$ cat config.mk
export PLATFORM = sky130hd
export DESIGN_NAME = fetch_stage
export DESIGN_NICKNAME = d
export VERILOG_FILES = /design/src/rtl/fetch_stage.sv
export SDC_FILE = /design/constraint.sdc
export NUM_CORES = 1
export LEC_CHECK = 0
export BUFFER_PORTS_ARGS = -buffer_cell sky130_fd_sc_hd__buf_2
export CORE_MARGIN = 3
export CORE_UTILIZATION = 46
export DETAILED_ROUTE_END_ITERATION = 6
export PLACE_DENSITY = 0.91
export SETUP_SLACK_MARGIN = 0.3
export SYNTH_ARGS = -nofsm -noshare
export SYNTH_HDL_FRONTEND = slang
export SYNTH_SLANG_ARGS = --single-unit
$ cat constraint.sdc
create_clock -name CLK -period 2.3 [get_ports CLK]
set_input_delay 0.23 -clock CLK [delete_from_list [all_inputs] [get_ports CLK]]
set_output_delay 0.23 -clock CLK [all_outputs]
set_load 0.01 [all_outputs]
$ cat src/rtl/fetch_stage.sv
// fetch_stage: IF stage with IDLE/FETCH/HALTED control and a one-cycle post-flush bubble.
// Define FETCH_SKID_EN to add a one-entry skid buffer behind the IF/ID register.
module fetch_stage (
    input  logic        CLK,
    input  logic        nRST,
    input  logic [31:0] pc_in,
    output logic        pc_wen,
    output logic        imemREN,
    output logic [31:0] imemaddr,
    input  logic        ihit,
    input  logic [31:0] imemload,
    input  logic        flush,
    input  logic        stall,
    input  logic        halt,
    output logic [31:0] instr_out,
    output logic [31:0] npc_out,
    output logic        valid_out
);
    typedef enum logic [1:0] {IDLE, FETCH, HALTED} state_t;
    state_t state;
    logic bubble, accept, out_free;
    assign out_free = !valid_out || !stall;
    assign imemaddr = pc_in;
`ifdef FETCH_SKID_EN
    logic        skid_valid;
    logic [31:0] skid_instr, skid_npc;
    assign imemREN = state == FETCH && !bubble && !flush && !skid_valid;
`else
    assign imemREN = state == FETCH && !bubble && !flush && out_free;
`endif
    assign accept = imemREN && ihit;
    assign pc_wen = accept;
    // bubble holds off the cycle after a flush so the redirected pc_in can settle
    always_ff @(posedge CLK or negedge nRST) begin
        if (!nRST) begin
            state  <= IDLE;
            bubble <= 1'b0;
        end else begin
            bubble <= flush;
            state  <= halt ? HALTED : state == IDLE ? FETCH : state;
        end
    end
`ifdef FETCH_SKID_EN
    always_ff @(posedge CLK or negedge nRST) begin
        if (!nRST) begin
            instr_out  <= '0;
            npc_out    <= '0;
            valid_out  <= 1'b0;
            skid_valid <= 1'b0;
            skid_instr <= '0;
            skid_npc   <= '0;
        end else if (halt || flush) begin
            valid_out  <= 1'b0;
            skid_valid <= 1'b0;
        end else if (out_free) begin
            if (skid_valid) begin
                instr_out  <= skid_instr;
                npc_out    <= skid_npc;
                valid_out  <= 1'b1;
                skid_valid <= 1'b0;
            end else if (accept) begin
                instr_out <= imemload;
                npc_out   <= pc_in + 32'd4;
                valid_out <= 1'b1;
            end else begin
                valid_out <= 1'b0;
            end
        end else if (accept) begin
            skid_instr <= imemload;
            skid_npc   <= pc_in + 32'd4;
            skid_valid <= 1'b1;
        end
    end
`else
    always_ff @(posedge CLK or negedge nRST) begin
        if (!nRST) begin
            instr_out <= '0;
            npc_out   <= '0;
            valid_out <= 1'b0;
        end else if (halt || flush) begin
            valid_out <= 1'b0;
        end else if (accept) begin
            instr_out <= imemload;
            npc_out   <= pc_in + 32'd4;
            valid_out <= 1'b1;
        end else if (!stall) begin
            valid_out <= 1'b0;
        end
    end
`endif
endmodule

==> impl_metrics.py <==
metrics = {
    "pwr": {
        "powerDensity_nw_per_um2": 543,
        "p_leak_uw": 0.00266,
        "ir_drop_mv": 0.371,
    },
    "setup_path": {
        "startpoint": "state[1]$_DFFE_PN0P_",
        "crit_chain": "or4b_4 > a211o_1 > or2_4 > buf_16 > mux2_4",
        "worst_r2r_path_depth": 5,
        "setup.worst_path.end_class": "flip-flop",
        "r2r_start": "state[1]$_DFFE_PN0P_",
        "cp_top_family": "simple AND/OR/NAND/NOR gates",
        "worstPathRequired_ns": 2.52,
        "path_depth": 5,
        "max_stage_delay_ns": 0.55,
        "timing.critical_path.buf_inv": 1,
        "worstPathMaxFanout": 12,
        "arrival_ns": 2.41,
        "slowest_stage": "or4b_4",
        "crit_type": "flip-flop to flip-flop",
        "crit_path_start_kind": "flip-flop",
    },
    "place": {
        "detailedPlace.worstSlack_ns": 0.125,
        "place.gp.congestion": 0.787,
        "io_buffers": 168,
        "place_hpwl_um": 6080,
        "dpl_cell_area_sq_um": 4080,
    },
    "cells_and_area": {
        "areaGrowthSynthToFinish_pct": 42.6,
        "fin_area_sq_um": 4840,
        "nets": 521,
        "fill_cells": 524,
        "layout_commonest_cell": "buf_2",
        "drive_gt1_share_pct": 59.6,
        "n_antenna_cell": 0,
        "final_cell_mix": "167 x buf_2, 68 x dfrtp_1, 32 x mux2_4, 21 x xor2_1, 18 x nand2_1",
        "fin_util_pct": 69.3,
    },
    "cts": {
        "cts_tree": "built",
        "clock_path_buffers": 2,
        "clock_latency_ns": 0.34,
        "cts-root-buf": "clkbuf_8",
        "clkSinkCount": 68,
        "cts_buffers": 9,
        "clkSlewWorstSetupHoldPaths_ns": 0.07,
        "h-tree-depth": 3,
    },
    "min_path": {
        "hp-start": "flush",
        "holdPathStages": 1,
        "hold_class": "input port to flip-flop",
    },
    "global_route": {
        "grt_pass1_wl_um": 15100,
        "gr-usage-met1_pct": 27.2,
        "use_met3_pct": 5.00,
        "grt_pass1_vias": 2918,
        "gr-total-overflow": 0,
        "grt_max_degree": 43,
        "grt.met2_usage_pct": 40.3,
        "grt-busiest-layer": "met2",
        "antenna_found_initial": 0,
        "track_usage_pct": 23.3,
    },
    "synth": {
        "seq_area_frac_synth_pct": 50.1,
        "yosys_register_bits": 68,
        "synth_cell_type_count": 30,
        "ys_async_sr_fraction_pct": 100,
        "netlist_area_sq_um": 3390,
        "yosysWarnings": 0,
        "avgSynthCellArea_sq_um": 11.6,
        "synthesis.instances": 293,
        "synth-edff-count": 0,
        "synth_fp_nets": 364,
        "synth_ff_type": "dfrtp_1",
    },
    "sta": {
        "whs_ns": 0.0393,
        "clock_skew_ns": 0.00671,
        "tightest_slew_ns": 0.720,
        "setup_slack_ns": 0.118,
        "setup_viol": 0,
        "post-route-period-util_pct": 94.9,
        "min_period_ns": 2.18,
        "slew_violations": 0,
        "finalSetupTns_ns": 0,
        "rsz0062_at_grt": "true",
        "relSlewSlack_pct": 52.0,
        "fmax_ghz": 0.458,
        "hold_viol": 0,
    },
    "floorplan": {
        "core-area_sq_um": 6980,
        "start_util_pct": 48.6,
        "io_pins": 169,
        "dieArea_sq_um": 8440,
        "row_count": 30,
        "die_y_um": 91.9,
        "die_w_um": 91.9,
    },
    "detailed_routing": {
        "wire_per_inst_um": 17.6,
        "viasPerCell": 5.09,
        "remaining_drc_errors": 0,
        "routed-via-count": 2803,
        "wirelength_um": 9720,
        "dr.pass1.iters": 4,
        "drt_iter0_drc": 46,
        "ant_nets": 0,
    },
    "job": {
        "maxCapViolations": 0,
    },
    "outcome": {
        "status": "finished, final reports clean",
    },
}
[synthesized netlist by cell type (2+ instances only)]
cell type / instances / share of area [%]
clkbuf_1: 5 / 0.55
buf_1: 2 / 0.22
a21oi_1: 3 / 0.44
buf_6: 2 / 0.66
nor2_1: 4 / 0.44
o21ai_0: 29 / 4.3
xnor2_1: 7 / 1.8
xor2_1: 21 / 5.4
nor4_1: 2 / 0.37
and3_1: 3 / 0.55
and4_1: 2 / 0.52
nand2_1: 36 / 4.0
mux2_2: 3 / 1.0
dfrtp_1: 68 / 50
buf_4: 32 / 7.1
mux2_4: 32 / 14
nand4_1: 10 / 1.8
buf_8: 3 / 1.3
inv_1: 5 / 0.55
nor3_1: 2 / 0.29
nand3_1: 13 / 1.9
[metal layers]
metal  share of wire (%)  vias up
li1                    -     1294
met1                  39     1354
met2                  50      135
met3                 8.0       20
met4                 2.7        0
met5                   0        -
[state kept, by name, indices dropped and copies added, names as in the netlist]
signal	flops
instr_out	32
npc_out	32
state	2
bubble	1
valid_out	1
[worst paths after layout]
check / endpoint / slack, ns
min reg2reg: npc_out[9]$_DFFE_PN0P_ / 0.48
min: bubble$_DFF_PN0_ / 0.04
max: instr_out[17]$_DFFE_PN0P_ / 0.12
max reg2reg: instr_out[17]$_DFFE_PN0P_ / 0.12
min in group asynchronous: instr_out[20]$_DFFE_PN0P_ / 0.45
max in group asynchronous: instr_out[3]$_DFFE_PN0P_ / 1.20
[what timing repair did]
| action | CTS | global route |
|---|---|---|
| resized for setup | 43 | 31 |
| setup endpoints to repair | 64 | 65 |
| hold buffers | 1 | 0 |
| cloned | 10 | 2 |
| setup buffers | 3 | 2 |
| pin swaps | 10 | 8 |
| endpoints found under the hold margin | 26 | 0 |
[worst register-to-register path, delay by kind of cell, from the launching register on]
kind	cells	cell delay, ns
mux	1	0.33
buf+inv	1	0.19
flops	1	0.39
compound gates	1	0.26
simple gates	2	0.90
[per-stage QoR]
| step | std cells | power (uW) |
|---|---|---|
| floorplan | 293 | 1340 |
| global route | 551 | 2730 |
| detailed placement | 517 | 1460 |
| global placement | 517 | 1460 |
| finish | 551 | 2630 |
| CTS | 547 | 2640 |
[logic make-up (layout without fill, tap and decap cells)]
kind of cell	Yosys count	after routing	synth area share (%)
fa+ha+maj	1	1	0.369
xor+xnor	28	28	7.23
simple gates	79	79	11.7
buf+inv	49	211	10.4
flops	68	68	50.1
mux	35	35	15.2
compound gates	33	33	4.98
[cell type report]
| type | count | area, sq um | share of cell area [%] |
|---|---|---|---|
| tap | 96 | 120 | 2.48 |
| sequential | 68 | 1700 | 35.2 |
| clock inverter | 6 | 113 | 2.33 |
| clock buffer | 10 | 128 | 2.64 |
| multi-input combinational | 176 | 1460 | 30.1 |
| inverter | 5 | 18.8 | 0.388 |
| timing repair buffer | 190 | 1300 | 26.8 |
[report_power, final]
part,internal (uW),switching (uW)
clock network,722,457
registers,1210,8.32
logic,104,130
Power figures use the tool's default switching activity.
